--- config.mk ---
export PLATFORM = sky130hd
export DESIGN_NAME = muldiv_ctrl_flat
export DESIGN_NICKNAME = d
export VERILOG_FILES = /design/src/rtl/muldiv_ctrl_if.sv /design/src/rtl/muldiv_ctrl.sv /design/src/flat_wrapper.sv
export SDC_FILE = /design/constraint.sdc
export NUM_CORES = 1
export LEC_CHECK = 0
export ABC_AREA = 1
export CAP_MARGIN = 20
export CORE_ASPECT_RATIO = 1.75
export CORE_UTILIZATION = 60
export CTS_CLUSTER_SIZE = 12
export DETAILED_ROUTE_END_ITERATION = 16
export PLACE_DENSITY = 0.82
export SYNTH_ARGS = -nofsm -noshare
export SYNTH_HDL_FRONTEND = slang
export SYNTH_SLANG_ARGS = --single-unit
--- constraint.sdc ---
create_clock -name clk -period 4.7 [get_ports clk]
set_clock_uncertainty 0.2 [all_clocks]
set_input_delay 1.175 -clock clk [delete_from_list [all_inputs] [get_ports clk]]
set_output_delay 1.175 -clock clk [all_outputs]
set_load 0.1 [all_outputs]
--- src/rtl/muldiv_ctrl_if.sv ---
// EX-stage multiply/divide request bus: operands and MT writes in, stall/done/HI/LO out.
interface muldiv_ctrl_if #(
   parameter int unsigned WIDTH = 32
);
   logic             start;
   logic [1:0]       op;
   logic [WIDTH-1:0] a;
   logic [WIDTH-1:0] b;
   logic             mthi;
   logic             mtlo;
   logic             flush;
   logic             busy;
   logic             done;
   logic [WIDTH-1:0] hi;
   logic [WIDTH-1:0] lo;

   // EX stage / hazard side
   modport master (
      output start, op, a, b, mthi, mtlo, flush,
      input  busy, done, hi, lo
   );

   // Controller side
   modport slave (
      input  start, op, a, b, mthi, mtlo, flush,
      output busy, done, hi, lo
   );
endinterface

--- src/rtl/muldiv_ctrl.sv ---
// Iterative MULT/MULTU/DIV/DIVU sequencer owning HI/LO, 32 CALC cycles plus one FIX cycle.
// Optional divide datapath is built only when MULDIV_DIV_EN is defined.
module muldiv_ctrl #(
   parameter int unsigned WIDTH = 32
) (
   input  logic           clk,
   input  logic           rst_n,
   muldiv_ctrl_if.slave   bus
);

   localparam int unsigned AW = 2 * WIDTH;
   localparam int unsigned CW = $clog2(WIDTH);

   typedef enum logic [1:0] {
      IDLE = 2'd0,
      CALC = 2'd1,
      FIX  = 2'd2
   } state_t;

   state_t           state_q, state_d;
   logic [CW-1:0]    cnt_q, cnt_d;
   logic [AW-1:0]    acc_q, acc_d;
   logic [WIDTH-1:0] ma_q, ma_d;
   logic [WIDTH-1:0] mb_q, mb_d;
   logic             neg_q, neg_d;
   logic [WIDTH-1:0] hi_q, hi_d;
   logic [WIDTH-1:0] lo_q, lo_d;
   logic             busy_q, busy_d;
   logic             done_q, done_d;

`ifdef MULDIV_DIV_EN
   logic             is_div_q, is_div_d;
   logic             rneg_q, rneg_d;
   logic             div0_q, div0_d;
   logic [WIDTH-1:0] araw_q, araw_d;
   logic [WIDTH:0]   trial;
   logic [WIDTH:0]   diff;
`endif

   logic             sgn;
   logic             a_neg;
   logic             b_neg;
   logic [WIDTH-1:0] abs_a;
   logic [WIDTH-1:0] abs_b;
   logic             accept;
   logic [CW-1:0]    idx;
   logic [AW-1:0]    res;

   // Operand magnitudes; op[0] clear selects the signed variants
   assign sgn   = ~bus.op[0];
   assign a_neg = sgn & bus.a[WIDTH-1];
   assign b_neg = sgn & bus.b[WIDTH-1];
   assign abs_a = a_neg ? -bus.a : bus.a;
   assign abs_b = b_neg ? -bus.b : bus.b;

`ifdef MULDIV_DIV_EN
   assign accept = bus.start & ~bus.flush;
`else
   assign accept = bus.start & ~bus.flush & ~bus.op[1];
`endif

   // Next-state, datapath step and HI/LO update
   always_comb begin
      state_d = state_q;
      cnt_d   = cnt_q;
      acc_d   = acc_q;
      ma_d    = ma_q;
      mb_d    = mb_q;
      neg_d   = neg_q;
      hi_d    = hi_q;
      lo_d    = lo_q;
      res     = '0;
      idx     = CW'(WIDTH - 1) - cnt_q;
`ifdef MULDIV_DIV_EN
      is_div_d = is_div_q;
      rneg_d   = rneg_q;
      div0_d   = div0_q;
      araw_d   = araw_q;
      trial    = '0;
      diff     = '0;
`endif

      case (state_q)
         IDLE: begin
            if (bus.mthi) hi_d = bus.a;
            if (bus.mtlo) lo_d = bus.a;
            if (accept) begin
               state_d = CALC;
               cnt_d   = '0;
               acc_d   = '0;
               ma_d    = abs_a;
               mb_d    = abs_b;
               neg_d   = a_neg ^ b_neg;
`ifdef MULDIV_DIV_EN
               is_div_d = bus.op[1];
               rneg_d   = a_neg;
               div0_d   = (bus.b == '0);
               araw_d   = bus.a;
`endif
            end
         end

         CALC: begin
            cnt_d = cnt_q + CW'(1);
            if (cnt_q == CW'(WIDTH - 1)) state_d = FIX;
`ifdef MULDIV_DIV_EN
            if (is_div_q) begin
               // Restoring step: remainder in the upper half, quotient shifts into the lower half
               trial = {acc_q[AW-1:WIDTH], ma_q[idx]};
               if (trial >= {1'b0, mb_q}) begin
                  diff  = trial - {1'b0, mb_q};
                  acc_d = {diff[WIDTH-1:0], acc_q[WIDTH-2:0], 1'b1};
               end else begin
                  acc_d = {trial[WIDTH-1:0], acc_q[WIDTH-2:0], 1'b0};
               end
            end else
`endif
            begin
               // MSB-first shift-add over the multiplier magnitude
               acc_d = {acc_q[AW-2:0], 1'b0} + (mb_q[idx] ? {{WIDTH{1'b0}}, ma_q} : '0);
            end
         end

         FIX: begin
            state_d = IDLE;
`ifdef MULDIV_DIV_EN
            if (is_div_q) begin
               if (div0_q) begin
                  lo_d = '1;
                  hi_d = araw_q;
               end else begin
                  lo_d = neg_q  ? -acc_q[WIDTH-1:0]  : acc_q[WIDTH-1:0];
                  hi_d = rneg_q ? -acc_q[AW-1:WIDTH] : acc_q[AW-1:WIDTH];
               end
            end else
`endif
            begin
               res  = neg_q ? -acc_q : acc_q;
               hi_d = res[AW-1:WIDTH];
               lo_d = res[WIDTH-1:0];
            end
         end

         default: state_d = IDLE;
      endcase

      // Abort wins over everything, including a same-cycle MT write or result write
      if (bus.flush) begin
         state_d = IDLE;
         hi_d    = hi_q;
         lo_d    = lo_q;
      end

      busy_d = (state_d != IDLE);
      done_d = (state_d == FIX);
   end

   // State, datapath and architectural registers
   always_ff @(posedge clk or negedge rst_n) begin
      if (!rst_n) begin
         state_q <= IDLE;
         cnt_q   <= '0;
         acc_q   <= '0;
         ma_q    <= '0;
         mb_q    <= '0;
         neg_q   <= 1'b0;
         hi_q    <= '0;
         lo_q    <= '0;
         busy_q  <= 1'b0;
         done_q  <= 1'b0;
`ifdef MULDIV_DIV_EN
         is_div_q <= 1'b0;
         rneg_q   <= 1'b0;
         div0_q   <= 1'b0;
         araw_q   <= '0;
`endif
      end else begin
         state_q <= state_d;
         cnt_q   <= cnt_d;
         acc_q   <= acc_d;
         ma_q    <= ma_d;
         mb_q    <= mb_d;
         neg_q   <= neg_d;
         hi_q    <= hi_d;
         lo_q    <= lo_d;
         busy_q  <= busy_d;
         done_q  <= done_d;
`ifdef MULDIV_DIV_EN
         is_div_q <= is_div_d;
         rneg_q   <= rneg_d;
         div0_q   <= div0_d;
         araw_q   <= araw_d;
`endif
      end
   end

   assign bus.busy = busy_q;
   assign bus.done = done_q;
   assign bus.hi   = hi_q;
   assign bus.lo   = lo_q;

endmodule
--- src/flat_wrapper.sv ---
// flat-port wrapper written by rule: the top's interface ports become plain ports
module muldiv_ctrl_flat 
#(
   parameter int unsigned WIDTH = 32
)
  (clk, rst_n, bus_start, bus_op, bus_a, bus_b, bus_mthi, bus_mtlo, bus_flush, bus_busy, bus_done, bus_hi, bus_lo);
  muldiv_ctrl_if #(.WIDTH(WIDTH)) bus_i ();
  input  logic clk;
  input  logic rst_n;
  input wire logic [$bits(bus_i.start)-1:0] bus_start;
  input wire logic [$bits(bus_i.op)-1:0] bus_op;
  input wire logic [$bits(bus_i.a)-1:0] bus_a;
  input wire logic [$bits(bus_i.b)-1:0] bus_b;
  input wire logic [$bits(bus_i.mthi)-1:0] bus_mthi;
  input wire logic [$bits(bus_i.mtlo)-1:0] bus_mtlo;
  input wire logic [$bits(bus_i.flush)-1:0] bus_flush;
  output wire logic [$bits(bus_i.busy)-1:0] bus_busy;
  output wire logic [$bits(bus_i.done)-1:0] bus_done;
  output wire logic [$bits(bus_i.hi)-1:0] bus_hi;
  output wire logic [$bits(bus_i.lo)-1:0] bus_lo;
  assign bus_i.start = bus_start;
  assign bus_i.op = bus_op;
  assign bus_i.a = bus_a;
  assign bus_i.b = bus_b;
  assign bus_i.mthi = bus_mthi;
  assign bus_i.mtlo = bus_mtlo;
  assign bus_i.flush = bus_flush;
  assign bus_busy = bus_i.busy;
  assign bus_done = bus_i.done;
  assign bus_hi = bus_i.hi;
  assign bus_lo = bus_i.lo;
  muldiv_ctrl #(.WIDTH(WIDTH)) u_core (.clk(clk), .rst_n(rst_n), .bus(bus_i));
endmodule
==> results.md, run 1 <==
* Run status: stopped before the end
* Stopping stage: global routing (5_1_grt)
* Error msg: [ERROR GRT-0116] Global routing finished with congestion. Check the congestion regions in the DRC Viewer.
* Number of nets produced by synthesis at roughly 2700
* Number of buffers inserted during clock tree synthesis at 22
* Hold-fix buffers at CTS at 0
* Detailed placement HPWL at 55.9 mm
* Synth Warn # at 0
* Dominant cell by count in the synthesized netlist: nand2_1
* Number of different library cells in the post-synthesis netlist at 52
* Worst-case clock buffer depth at 3
* Chip Width at 127 um
* Cell area after synthesis at 16300 um^2
* Count of buffers inserted at the top-level ports at 137
* Vertical extent of the die at roughly 220 um
* Leftover overflow at the end of global routing at 5
* Via count of the first global-routing pass at about 20000
* Seq cells post-synth at approximately 200
* Number of synthesized flops with an enable pin at 0
* Post-synth top cells: nand2_1 (746), nor2_1 (388), inv_1 (321), nand3_1 (270), dfrtp_1 (202)
* Per-instance average area after synthesis at roughly 6.2 um^2
* Number of buffers inserted to repair setup after CTS at 0
* Leading register cell type out of synthesis: dfrtp_1
* Largest area contributor in the netlist: dfrtp_1
* I/O pin total at roughly 140
* Global-route total usage across every layer at about three fifths
* Synth async-reset ratio at 100%
* H-Tree Level Count at 1
* Synthesized instance count at approximately 2600
* Wire length of the first global-routing pass at about 120 mm
* Maximum number of pins on one net before global-route repair at 98
* Top-area cell type share of the netlist area at 31.0%
* CTS sink count at ~200
* Root Driver: clkbuf_16
* Resized Gates After CTS at 0
* Final estimated routing congestion in global placement at approximately 1.1
* Number of cell rows at 79
* Sequential share of the synthesized area at around 31%
* Starting Density at about three fifths
* Top area cells in the synthesized netlist: dfrtp_1 (31%), nand2_1 (17%), nor2_1 (8.9%), nand3_1 (8.3%), inv_1 (7.4%)
-- cells by family after synthesis --
group           synth area share [%]
buf+inv                         10.7
simple gates                    41.9
fa+ha+maj                       2.89
flops                           31.0
compound gates                  11.4
xor+xnor                        1.99
-- metal layers --
| metal | GRT overflow | GRT usage (%) |
|---|---|---|
| met1 | 0 | 55.7 |
| met2 | 3 | 90.2 |
| met3 | 0 | 21.9 |
| met4 | 2 | 70.0 |
| met5 | 0 | 1.10 |
-- metrics by stage --
stage / cell area (um^2) / hold WS [ns] / setup slack (ns) / instances / utilization [%]
2_1_floorplan: 16300 / 0.244 / 1.56 / 2610 / -
4_1_cts: 18400 / 0.283 / 0.357 / 3034 / 69.0
3_3_place_gp: 17800 / 0.260 / 0.529 / 3000 / 66.5
3_5_place_dp: 17800 / 0.266 / 0.401 / 3000 / 66.5
==> inputs of run 2 (changes only) <==
- CORE_ASPECT_RATIO: 1.75 -> unset
- CORE_UTILIZATION: 60 -> 40
- CTS_CLUSTER_SIZE: 12 -> unset
- PLACE_DENSITY: 0.82 -> unset
- PLACE_DENSITY_LB_ADDON: unset -> 0.15
==> run 2 against run 1 <==
Net effect: the flow now finishes without violations; area after synthesis unchanged; synthesized cell count unchanged.
==> results.md, run 2 <==
* Via count of the first global-routing pass at around 17000
* Number of nets produced by synthesis at 2719 (unchanged)
* Routed Antenna Nets at 0
* Synth Warn # at 0 (unchanged)
* Max-slew violation count at 0
* CP endpoint kind: flop
* Bufs and invs on worst path at 2
* Detailed placement HPWL at 55.0 mm (was 55.9 mm)
* Sequential share of the synthesized area at 31.0% (unchanged)
* Final estimated routing congestion in global placement at 0.956 (was 1.10)
* End of the worst register-to-register path: u_core.acc_q[60]
* Crit Reg-Reg Startpoint: u_core.cnt_q[0]
* Area grow syn2layout at 16.5%
* Delay contributed by the slowest stage of the critical path at 0.73 ns
* Final instance area at ~19000 um^2
* Sequential Area at around 5100 um^2
* Fraction of power spent switching nets at approximately 50%
* Top delay family on crit path: simple AND/OR/NAND/NOR gates
* Chip Width at 204 um (was 127 um)
* Start-to-end type of the worst setup path: reg -> reg
* Placed Instance Area at 18000 um^2 (was 17800 um^2)
* Crit path launch type: flop
* Launching element of the worst setup path: u_core.cnt_q[0]
* Most frequent cells in the layout: nand2_1 (746), nor2_1 (387), inv_1 (321)
* Largest register by flop count: u_core.acc_q
* Leading register cell type out of synthesis: dfrtp_1 (unchanged)
* Sequential group share of total power at around a quarter
* Part of the total power dissipated in combinational logic at approximately half
* Sw power at around 4.9 mW
* Share of layout cells above drive strength 1 at 6.09%
* Core area at around 40000 um^2
* Per-instance average area after synthesis at 6.24 um^2 (unchanged)
* Number of different library cells in the post-synthesis netlist at 52 (unchanged)
* Initial antenna violation count at 3
* Total internal power at about 4.9 mW
* Count of buffers inserted at the top-level ports at 137 (unchanged)
* CTS sink count at 202 (unchanged)
* Top-area cell type share of the netlist area at 31.0% (unchanged)
* Source of the worst hold timing path: u_core.ma_q[26]
* Leakage power summed over all cells at approximately 9.3 nW
* Number of cell rows at 73 (was 79)
* Stages on worst setup path at 19
* Share of power burned in the clock network at 23.7%
* Top area cells in the synthesized netlist: dfrtp_1 (31%), nand2_1 (17%), nor2_1 (8.9%), nand3_1 (8.3%), inv_1 (7.4%) (unchanged)
* Number of endpoints with negative hold slack in the final report at 0
* Number of buffers inserted to repair setup after CTS at 0 (unchanged)
* Required time reported for the critical path endpoint at about 5.0 ns
* Most Frequent Cell on Critical Path: nand2_1
* Unrepaired setup endpoints after global routing: false
* Max-slew headroom at the worst pin at between 20 and 30%
* Post-synth top cells: nand2_1 (746), nor2_1 (388), inv_1 (321), nand3_1 (270), dfrtp_1 (202) (unchanged)
* Cell depth of the worst flop-to-flop path at 19
* Synth async-reset ratio at 100% (unchanged)
* Final Total Pwr at just under 10 mW
* Dominant cell by count in the synthesized netlist: nand2_1 (unchanged)
* Worst-case clock buffer depth at 3 (unchanged)
* Global-route total usage across every layer at 33.5%
* Maximum number of pins on one net before global-route repair at 87
* Synthesized instance count at 2610 (unchanged)
* Area enclosed by the die boundary at about 42000 um^2
* H-Tree Level Count at 1 (unchanged)
* First-pass iteration count of the detailed router at 5
* Clock Latency Late Sink at 0.58 ns
* Critical path fanouts, max at 24
* Clock-pin slew on the worst setup and hold paths at 0.06 ns
* Cell at the slowest stage of the critical path: dfrtp_1
* Slew at the pin closest to its max-slew limit at 1.08 ns
* Path type of the worst min-delay path: reg -> reg
* Root Driver: clkbuf_16 (unchanged)
* Area occupied by multi-input gates at approximately 9500 um^2
* Number of synthesized flops with an enable pin at 0 (unchanged)
* Leftover overflow at the end of global routing at 0
* Achievable Freq at approximately 240 MHz
* Number of flip-flops in the largest register at 64
* Vertical extent of the die at 204 um (was 220 um)
* Number of buffers inserted during clock tree synthesis at 27 (was 22)
* Most common cell after layout, fill and taps aside: nand2_1
* Pwr per Cell Area at a little over 500 nW/um^2
* Cell area after synthesis at 16300 um^2 (unchanged)
* Run status: finished, final reports clean (was stopped before the end)
* Wire length of the first global-routing pass at between 100 and 150 mm
* Critical path arrival at about 4.5 ns
* Largest area contributor in the netlist: dfrtp_1 (unchanged)
* I/O pin total at 138 (unchanged)
* Cell chain of the critical path: inv_4 -> o21ai_0 -> o221ai_1 -> nand3_1 -> nand3_1 -> nand2_4 -> nor2_1 -> ha_1 -> nand2_1 -> nor2_1 -> nand2_1 -> inv_1 -> a21oi_1 -> nand2_1 -> nand2_1 -> nand2_1 -> nand2_1 -> nand3_1 -> nand2_1
* Vias at 17800
* Routed wire length per instance at between 20 and 25 um
* Total inserted antenna cells at 0
* Via-per-instance ratio at 5.49
* Number of maximum-capacitance constraint violations at 0
* Final cycle utilization of the critical path at around nine tenths
* Endpoint of the most critical setup path: u_core.acc_q[60]
* Starting Density at 40.8% (was 61.1%)
* Nets at 2814
* Setup TNS Final at 0 ns
* Number of inserted filler cells in the final layout at between 4000 and 5000
* Minimum setup slack among reg-to-reg paths at 0.50 ns
* Hold-fix buffers at CTS at 0 (unchanged)
* Drt total wl at around 69 mm
* Setup violation total in the final timing report at 0
* TritonCTS clock tree: built
* Seq cells post-synth at 202 (unchanged)
* Final critical-path required period at approximately 4.2 ns
* Worst-case vdd ir drop at around 290 uV
* First DRT Iteration DRCs at between 1500 and 2000
* Post-route DRC violation count at 0
[run 2: cell counts after synthesis]
No cell type changed its count.
[run 2: worst register-to-register path, cell delays in order, from the launching register on]
cell and delay, ns:
dfrtp_1 0.73, inv_4 0.18, o21ai_0 0.22, o221ai_1 0.12, nand3_1 0.10, nand3_1 0.14, nand2_4 0.32, nor2_1 0.13
ha_1 0.40, nand2_1 0.13, nor2_1 0.34, nand2_1 0.20, inv_1 0.16, a21oi_1 0.08, nand2_1 0.26, nand2_1 0.11
nand2_1 0.07, nand2_1 0.05, nand3_1 0.08, nand2_1 0.06
[run 2: through the flow]
stage / setup slack [ns] / hold WS, ns / util (%) / std cells
floorplan: 1.56 / 0.244 / - / 2610
global placement: 0.431 / 0.268 / 45.1 / 3201
finish: 0.504 / 0.281 / 47.6 / 3251
detailed placement: 0.401 / 0.270 / 45.1 / 3201
CTS: 0.394 / 0.286 / 47.6 / 3251
global route: 0.167 / 0.315 / 47.6 / 3251
[run 2: what timing repair did]
| item | 4_1_cts | 5_1_grt |
|---|---|---|
| setup endpoints to repair | 0 | 2 |
| gates resized for setup | 0 | 1 |
| endpoints found under the hold margin | 0 | 0 |
[run 2: cell families (layout without fill, tap and decap cells)]
family | Yosys count | count (layout) | share of synthesized area, %
AOI/OAI and AO/OA | 337 | 337 | 11.4
xor gates and xnor gates | 37 | 37 | 1.99
adders and majority gates | 37 | 37 | 2.89
buffers and inverters | 425 | 541 | 10.7
DFF | 202 | 202 | 31.0
and+or+nand+nor | 1572 | 1572 | 41.9
[run 2: layer usage]
metal,vias to the layer above,wire [um],GRT usage (%)
met5,-,0,0
li1,8570,-,-
met4,0,2750,11.7
met1,8417,31900,49.0
met2,753,28700,49.9
met3,101,5500,4.96
[run 2: worst min path at each step]
stage	to	slack, ns	cells past startpoint
after floorplan	u_core.mb_q[29]	0.24	2
after global placement	u_core.ma_q[26]	0.27	2
after detailed placement	u_core.ma_q[26]	0.27	2
after CTS	u_core.ma_q[26]	0.29	2
after global routing	u_core.mb_q[5]	0.31	2
final	u_core.ma_q[26]	0.28	2
[run 2: final cells by class]
| cell class | count | share of cell area [%] |
|---|---|---|
| repair buffers | 154 | 7.98 |
| clock buffers | 37 | 4.02 |
| well taps | 525 | 3.46 |
| multi-input cells | 1983 | 50.1 |
| inverters | 337 | 6.70 |
| flip-flops and latches | 202 | 26.6 |
| clock inverters | 13 | 1.11 |
[run 2: power by group through the flow]
stage,sequential [mW],clock (mW),combinational [mW]
global route,2.64,2.41,5.30
floorplan,3.08,0,2.87
finish,2.61,2.32,4.87
global placement,2.61,0,4.75
CTS,2.58,2.35,4.79
detailed placement,2.61,0,4.76
Note: power is estimated with default switching activity, not from simulation.
==> inputs of run 3 (changes only) <==
- SETUP_SLACK_MARGIN: unset -> 0.3
==> run 3 against run 2 <==
Net effect: maximum frequency grew 5.7%; global-route usage stayed put; critical path depth stayed put; die area stayed put; highest routed layer unchanged; sequential power is essentially flat; core utilization barely moved; critical endpoint unchanged.
==> results.md, run 3 (same netlist as run 2, synthesis figures left out) <==
* Number of maximum-capacitance constraint violations at 0 (unchanged)
* Source of the worst hold timing path: u_core.ma_q[26] (unchanged)
* Via-per-instance ratio at 5.49 (about the same)
* Delay contributed by the slowest stage of the critical path at 0.57 ns (was 0.73 ns)
* I/O pin total at 138 (unchanged)
* Number of placed cells counting well taps at 3201 (unchanged)
* CP endpoint kind: flop (unchanged)
* Total inserted antenna cells at 0 (unchanged)
* Clock Latency Late Sink at 0.58 ns (about the same)
* Sequential group share of total power at 26.6% (about the same)
* Via count of the first global-routing pass at 17000 (unchanged)
* Bufs and invs on worst path at 2 (unchanged)
* Placed Instance Area at 18000 um^2 (unchanged)
* H-Tree Level Count at 1 (unchanged)
* Path type of the worst min-delay path: reg -> reg (unchanged)
* Required time reported for the critical path endpoint at 4.97 ns (about the same)
* Fraction of power spent switching nets at 50.3% (about the same)
* Largest register by flop count: u_core.acc_q (unchanged)
* Global-route met1 utilization at 49.0% (unchanged)
* Clock-pin slew on the worst setup and hold paths at 0.06 ns (about the same)
* Vias at 17800 (about the same)
* Routed Antenna Nets at 0 (unchanged)
* Minimum setup slack among reg-to-reg paths at 0.73 ns (was 0.50 ns)
* Most common cell after layout, fill and taps aside: nand2_1 (unchanged)
* End of the worst register-to-register path: u_core.acc_q[60] (unchanged)
* Post-route DRC violation count at 0 (unchanged)
* Global-route total usage across every layer at 33.5% (unchanged)
* Final Total Pwr at 9.80 mW (was 9.79 mW)
* Unrepaired setup endpoints after global routing: false (unchanged)
* Detailed placement HPWL at 55.0 mm (unchanged)
* Worst-case clock buffer depth at 3 (unchanged)
* Crit path launch type: flop (unchanged)
* Root Driver: clkbuf_16 (unchanged)
* TritonCTS clock tree: built (unchanged)
* Start-to-end type of the worst setup path: reg -> reg (unchanged)
* Share of layout cells above drive strength 1 at 6.13% (was 6.09%)
* Cell depth of the worst flop-to-flop path at 19 (unchanged)
* Worst Hold Depth at 2 (unchanged)
* Sw power at 4.93 mW (about the same)
* Part of the total power dissipated in combinational logic at 49.7% (about the same)
* Drt total wl at 68.8 mm (about the same)
* Resized Gates After CTS at 0 (unchanged)
* Achievable Freq at 252 MHz (was 238 MHz)
* Chip Width at 204 um (unchanged)
* Number of cell rows at 73 (unchanged)
* Min setup slack post-route at 0.730 ns (was 0.504 ns)
* Share of power burned in the clock network at 23.7% (about the same)
* First DRT Iteration DRCs at 1639 (was 1632)
* Core area at 39900 um^2 (unchanged)
* Pwr per Cell Area at 516 nW/um^2 (about the same)
* Cell at the slowest stage of the critical path: dfrtp_2 (was dfrtp_1)
* Routed wire length per instance at 21.2 um (about the same)
* Cell Count, Final, Fillers Out at 3251 (unchanged)
* Crit Reg-Reg Startpoint: u_core.cnt_q[0] (unchanged)
* Minimum hold slack at 0.281 ns (about the same)
* Global Route met3 Usage at 4.96% (unchanged)
* Count of buffers inserted at the top-level ports at 137 (unchanged)
* Total internal power at 4.86 mW (about the same)
* GR met2 Demand/Resource at 49.9% (unchanged)
* Hold-fix buffers at CTS at 0 (unchanged)
* Number of buffers inserted during clock tree synthesis at 27 (unchanged)
* Nets at 2814 (unchanged)
* Busiest grt layer: met2 (unchanged)
* Top delay family on crit path: simple AND/OR/NAND/NOR gates (unchanged)
* Run status: finished, final reports clean (unchanged)
* Max-slew violation count at 0 (unchanged)
* Cell chain of the critical path: inv_4 -> o21ai_0 -> o221ai_1 -> nand3_1 -> nand3_1 -> nand2_4 -> nor2_1 -> ha_1 -> nand2_1 -> nor2_1 -> nand2_1 -> inv_1 -> a21oi_1 -> nand2_1 -> nand2_1 -> nand2_1 -> nand2_1 -> nand3_1 -> nand2_1 (unchanged)
* Critical path fanouts, max at 24 (unchanged)
* Setup WS pre-CTS at 0.401 ns (unchanged)
* End point of the worst hold path: u_core.ma_q[26] (unchanged)
* Number of endpoints with negative hold slack in the final report at 0 (unchanged)
* CTS sink count at 202 (unchanged)
* Initial antenna violation count at 3 (unchanged)
* Starting Density at 40.8% (unchanged)
* Area grow syn2layout at 16.5% (about the same)
* Vertical extent of the die at 204 um (unchanged)
* First-pass iteration count of the detailed router at 6 (was 5)
* Number of buffers inserted to repair setup after CTS at 0 (unchanged)
* Final critical-path required period at 3.97 ns (was 4.20 ns)
* Most Frequent Cell on Critical Path: nand2_1 (unchanged)
* Maximum number of pins on one net before global-route repair at 87 (unchanged)
* Leftover overflow at the end of global routing at 0 (unchanged)
* Area enclosed by the die boundary at 41600 um^2 (unchanged)
* Most frequent cells in the layout: nand2_1 (746), nor2_1 (387), inv_1 (321) (unchanged)
* Critical path arrival at 4.24 ns (was 4.46 ns)
* Slew at the pin closest to its max-slew limit at 1.08 ns (about the same)
* Final estimated routing congestion in global placement at 0.956 (unchanged)
* Worst-case vdd ir drop at 290 uV (about the same)
* Wire length of the first global-routing pass at 104 mm (unchanged)
* Final core area utilization at 47.6% (about the same)
* Leakage power summed over all cells at 9.28 nW (about the same)
* Max-slew headroom at the worst pin at 27.8% (was 28.1%)
* Setup TNS Final at 0 ns (unchanged)
* Setup violation total in the final timing report at 0 (unchanged)
* Number of flip-flops in the largest register at 64 (unchanged)
* Final cycle utilization of the critical path at 84.5% (was 89.3%)
* Final instance area at 19000 um^2 (about the same)
-- run 3: changes by cell type in the layout (fill, tap and decap cells not counted) --
cell,before,now
dfrtp_2,1,2
dfrtp_1,201,200
-- run 3: power by group through the flow --
stage	sequential, mW	clock [mW]	combinational, mW
floorplan	3.08	0	2.87
global placement	2.61	0	4.75
detailed placement	2.61	0	4.76
CTS	2.58	2.35	4.79
global route	2.64	2.41	5.30
finish	2.61	2.32	4.87
-- run 3: cell type report --
class                      count  area [um^2]
fill                        4201        20900
multi-input combinational   1983         9510
sequential                   202         5060
timing repair buffer         154         1520
inverter                     337         1270
clock buffer                  37          763
tap                          525          657
clock inverter                13          211
-- run 3: tightest hold or removal path, stage by stage (launching register included) --
cell     delay, ns
dfrtp_1       0.34
nand2_1       0.06
nand2_1       0.05
-- run 3: worst max-delay path by stage --
stage,from,endpoint,slack [ns],depth (start not counted)
final,u_core.cnt_q[0],u_core.acc_q[60],0.73,19
after global routing,u_core.cnt_q[1],u_core.acc_q[55],0.38,21
after CTS,u_core.cnt_q[0],u_core.acc_q[55],0.39,21
after detailed placement,u_core.cnt_q[0],u_core.acc_q[23],0.40,19
after global placement,u_core.cnt_q[0],u_core.acc_q[44],0.43,19
after floorplan,u_core.cnt_q[0],u_core.acc_q[57],1.56,21
-- run 3: per-layer routing --
metal / wire length [um] / share of wire, %
met2: 28700 / 42
met3: 5470 / 8.0
met5: 0 / 0
met1: 31900 / 46
met4: 2780 / 4.0
==> inputs of run 4 (changes only) <==
- clock period: 4.7 -> 4.05 ns (I/O delays scaled with it)
==> run 4 against run 3 <==
Net effect: via count grew 1.1%; worst hold slack lost 0.026 ns; sequential share of layout area shrank 0.48 points; power rose by 18%; first-iteration DRC count decreased by 0.18%; die area is the same; cell count increased by 0.77%; sequential power up 15%; worst setup slack worse by 0.29 ns; flip-flop and latch count did not move; maximum frequency rose by 9.9%; critical path type unchanged; largest cell class unchanged; highest routed layer unchanged.
==> results.md, run 4 (same netlist as run 2, synthesis figures left out) <==
* Number of flip-flops in the largest register at 64 (unchanged)
* Area grow syn2layout at 18.6% (was 16.5%)
* Routed wire length per instance at 21.8 um (was 21.2 um)
* Crit path launch type: flop (unchanged)
* Most frequent cells in the layout: nand2_1 (728), nor2_1 (371), inv_1 (316) (was nand2_1 (746), nor2_1 (387), inv_1 (321))
* First DRT Iteration DRCs at 1636 (was 1639)
* Chip Width at 204 um (unchanged)
* Leftover overflow at the end of global routing at 0 (unchanged)
* CP endpoint kind: flop (unchanged)
* Start-to-end type of the worst setup path: reg -> reg (unchanged)
* Delay contributed by the slowest stage of the critical path at 0.44 ns (was 0.57 ns)
* Slew at the pin closest to its max-slew limit at 1.01 ns (was 1.08 ns)
* Via count of the first global-routing pass at 16900 (was 17000)
* H-Tree Level Count at 1 (unchanged)
* Minimum hold slack at 0.255 ns (was 0.281 ns)
* Final estimated routing congestion in global placement at 0.945 (was 0.956)
* I/O pin total at 138 (unchanged)
* Most common cell after layout, fill and taps aside: nand2_1 (unchanged)
* Post-route DRC violation count at 0 (unchanged)
* Worst-case vdd ir drop at 384 uV (was 290 uV)
* Setup violation total in the final timing report at 0 (unchanged)
* Max-slew headroom at the worst pin at 32.7% (was 27.8%)
* Area enclosed by the die boundary at 41600 um^2 (unchanged)
* Nets at 2840 (was 2814)
* Number of buffers inserted during clock tree synthesis at 26 (was 27)
* Vias at 18100 (was 17800)
* Count of buffers inserted at the top-level ports at 137 (unchanged)
* Number of cell rows at 73 (unchanged)
* Clock Latency Late Sink at 0.57 ns (was 0.58 ns)
* Share of layout cells above drive strength 1 at 9.75% (was 6.13%)
* Final instance area at 19300 um^2 (was 19000 um^2)
* First-pass iteration count of the detailed router at 6 (unchanged)
* Required time reported for the critical path endpoint at 4.29 ns (was 4.97 ns)
* Number of maximum-capacitance constraint violations at 0 (unchanged)
* Critical path fanouts, max at 10 (was 24)
* Cell chain of the critical path: buf_6 -> o21ai_0 -> o221ai_1 -> nand3_1 -> nand3_4 -> nand2_8 -> clkbuf_16 -> nor2_1 -> ha_1 -> nand2_1 -> nor2_1 -> nand2_1 -> nor3_1 -> nand2_1 -> nand2_1 -> nand2_1 -> nand2_1 -> nand2_1 -> nand3_1 -> nand2_1 (was inv_4 -> o21ai_0 -> o221ai_1 -> nand3_1 -> nand3_1 -> nand2_4 -> nor2_1 -> ha_1 -> nand2_1 -> nor2_1 -> nand2_1 -> inv_1 -> a21oi_1 -> nand2_1 -> nand2_1 -> nand2_1 -> nand2_1 -> nand3_1 -> nand2_1)
* Path type of the worst min-delay path: in -> async (was reg -> reg)
* Starting Density at 40.8% (unchanged)
* Leakage power summed over all cells at 9.45 nW (was 9.28 nW)
* Worst-case clock buffer depth at 3 (unchanged)
* Run status: finished, final reports clean (unchanged)
* Number of inserted filler cells in the final layout at 4173 (was 4201)
* Wire length of the first global-routing pass at 106 mm (was 104 mm)
* Placed Instance Area at 18100 um^2 (was 18000 um^2)
* Routed Antenna Nets at 0 (unchanged)
* Hold-fix buffers at CTS at 0 (unchanged)
* Largest register by flop count: u_core.acc_q (unchanged)
* Number of endpoints with negative hold slack in the final report at 0 (unchanged)
* Final critical-path required period at 3.61 ns (was 3.97 ns)
* Drt total wl at 71.4 mm (was 68.8 mm)
* CTS sink count at 202 (unchanged)
* Root Driver: clkbuf_16 (unchanged)
* Max-slew violation count at 0 (unchanged)
* Maximum number of pins on one net before global-route repair at 84 (was 87)
* Achievable Freq at 277 MHz (was 252 MHz)
* TritonCTS clock tree: built (unchanged)
* Clock-pin slew on the worst setup and hold paths at 0.07 ns (was 0.06 ns)
* Vertical extent of the die at 204 um (unchanged)
* Pwr per Cell Area at 596 nW/um^2 (was 516 nW/um^2)
* Most Frequent Cell on Critical Path: nand2_1 (unchanged)
* Cell at the slowest stage of the critical path: dfrtp_2 (unchanged)
* Unrepaired setup endpoints after global routing: true (was false)
* Via-per-instance ratio at 5.51 (was 5.49)
* Detailed placement HPWL at 57.3 mm (was 55.0 mm)
* Initial antenna violation count at 4 (was 3)
* Global-route total usage across every layer at 34.4% (was 33.5%)
* Final cycle utilization of the critical path at 89.2% (was 84.5%)
* Critical path arrival at 3.86 ns (was 4.24 ns)
* Core area at 39900 um^2 (unchanged)
## run 4: power by group
part / leakage, nW / switching [mW] / total (mW) / internal [mW]
sequential: 2.50 / 0.568 / 3.01 / 2.44
clock: 0.432 / 1.02 / 2.48 / 1.45
combinational: 6.52 / 4.30 / 6.04 / 1.75
## run 4: through the flow
stage / setup TNS, ns / instances / worst slack, ns / total power [mW] / utilization [%]
2_1_floorplan: 0 / 2610 / 0.907 / 6.91 / -
5_1_grt: 0 / 3275 / 0.237 / 12.2 / 48.4
4_1_cts: 0 / 3266 / 0.346 / 11.2 / 47.7
3_3_place_gp: -0.0986 / 3219 / -0.0683 / 8.65 / 45.4
6_report: 0 / 3276 / 0.437 / 11.5 / 48.4
3_5_place_dp: -0.0991 / 3219 / -0.0702 / 8.66 / 45.4
## run 4: path summary, 6_finish.rpt
path,start,slack (ns),cells past startpoint,to
max reg2reg,u_core.cnt_q[0],0.44,20,u_core.acc_q[62]
min reg2reg,u_core.bus.lo[1],0.29,2,u_core.bus.lo[1]
min,rst_n,0.26,1,u_core.acc_q[4]
min in group clk,u_core.bus.lo[1],0.29,2,u_core.bus.lo[1]
max,u_core.cnt_q[0],0.44,20,u_core.acc_q[62]
max in group asynchronous,rst_n,2.43,2,u_core.acc_q[22]
## run 4: final cells by class
class,instances,area [um^2],area share [%]
diodes,1,2.50,0.0129
clock buffers,36,768,3.97
clock inverters,11,130,0.673
inverters,337,1270,6.59
multi-input cells,1984,9690,50.1
flip-flops and latches,202,5060,26.2
well taps,525,657,3.40
repair buffers,180,1750,9.07
## run 4: per-layer routing
layer / wire [um] / part of all wire, % / GRT usage [%]
met3: 6010 / 8.4 / 5.74
met1: 32500 / 45 / 49.8
met5: 0 / 0 / 0
met4: 2150 / 3.0 / 10.2
met2: 30800 / 43 / 52.0
## run 4: critical path, delay by kind of cell, from the launching register on
kind	cells	cell delay [ns]
AND/OR/NAND/NOR	15	1.87
AO/OA/AOI/OAI	2	0.29
flip-flops	1	0.44
buffers and inverters	2	0.32
adder cells (fa/ha/maj)	1	0.36
## run 4: repair_timing
item                       4_1_cts  5_1_grt
setup endpoints to repair       21       49
pin swaps                        0       14
cloned                           0        2
buffers inserted                 0        6
gates resized for setup          7       63
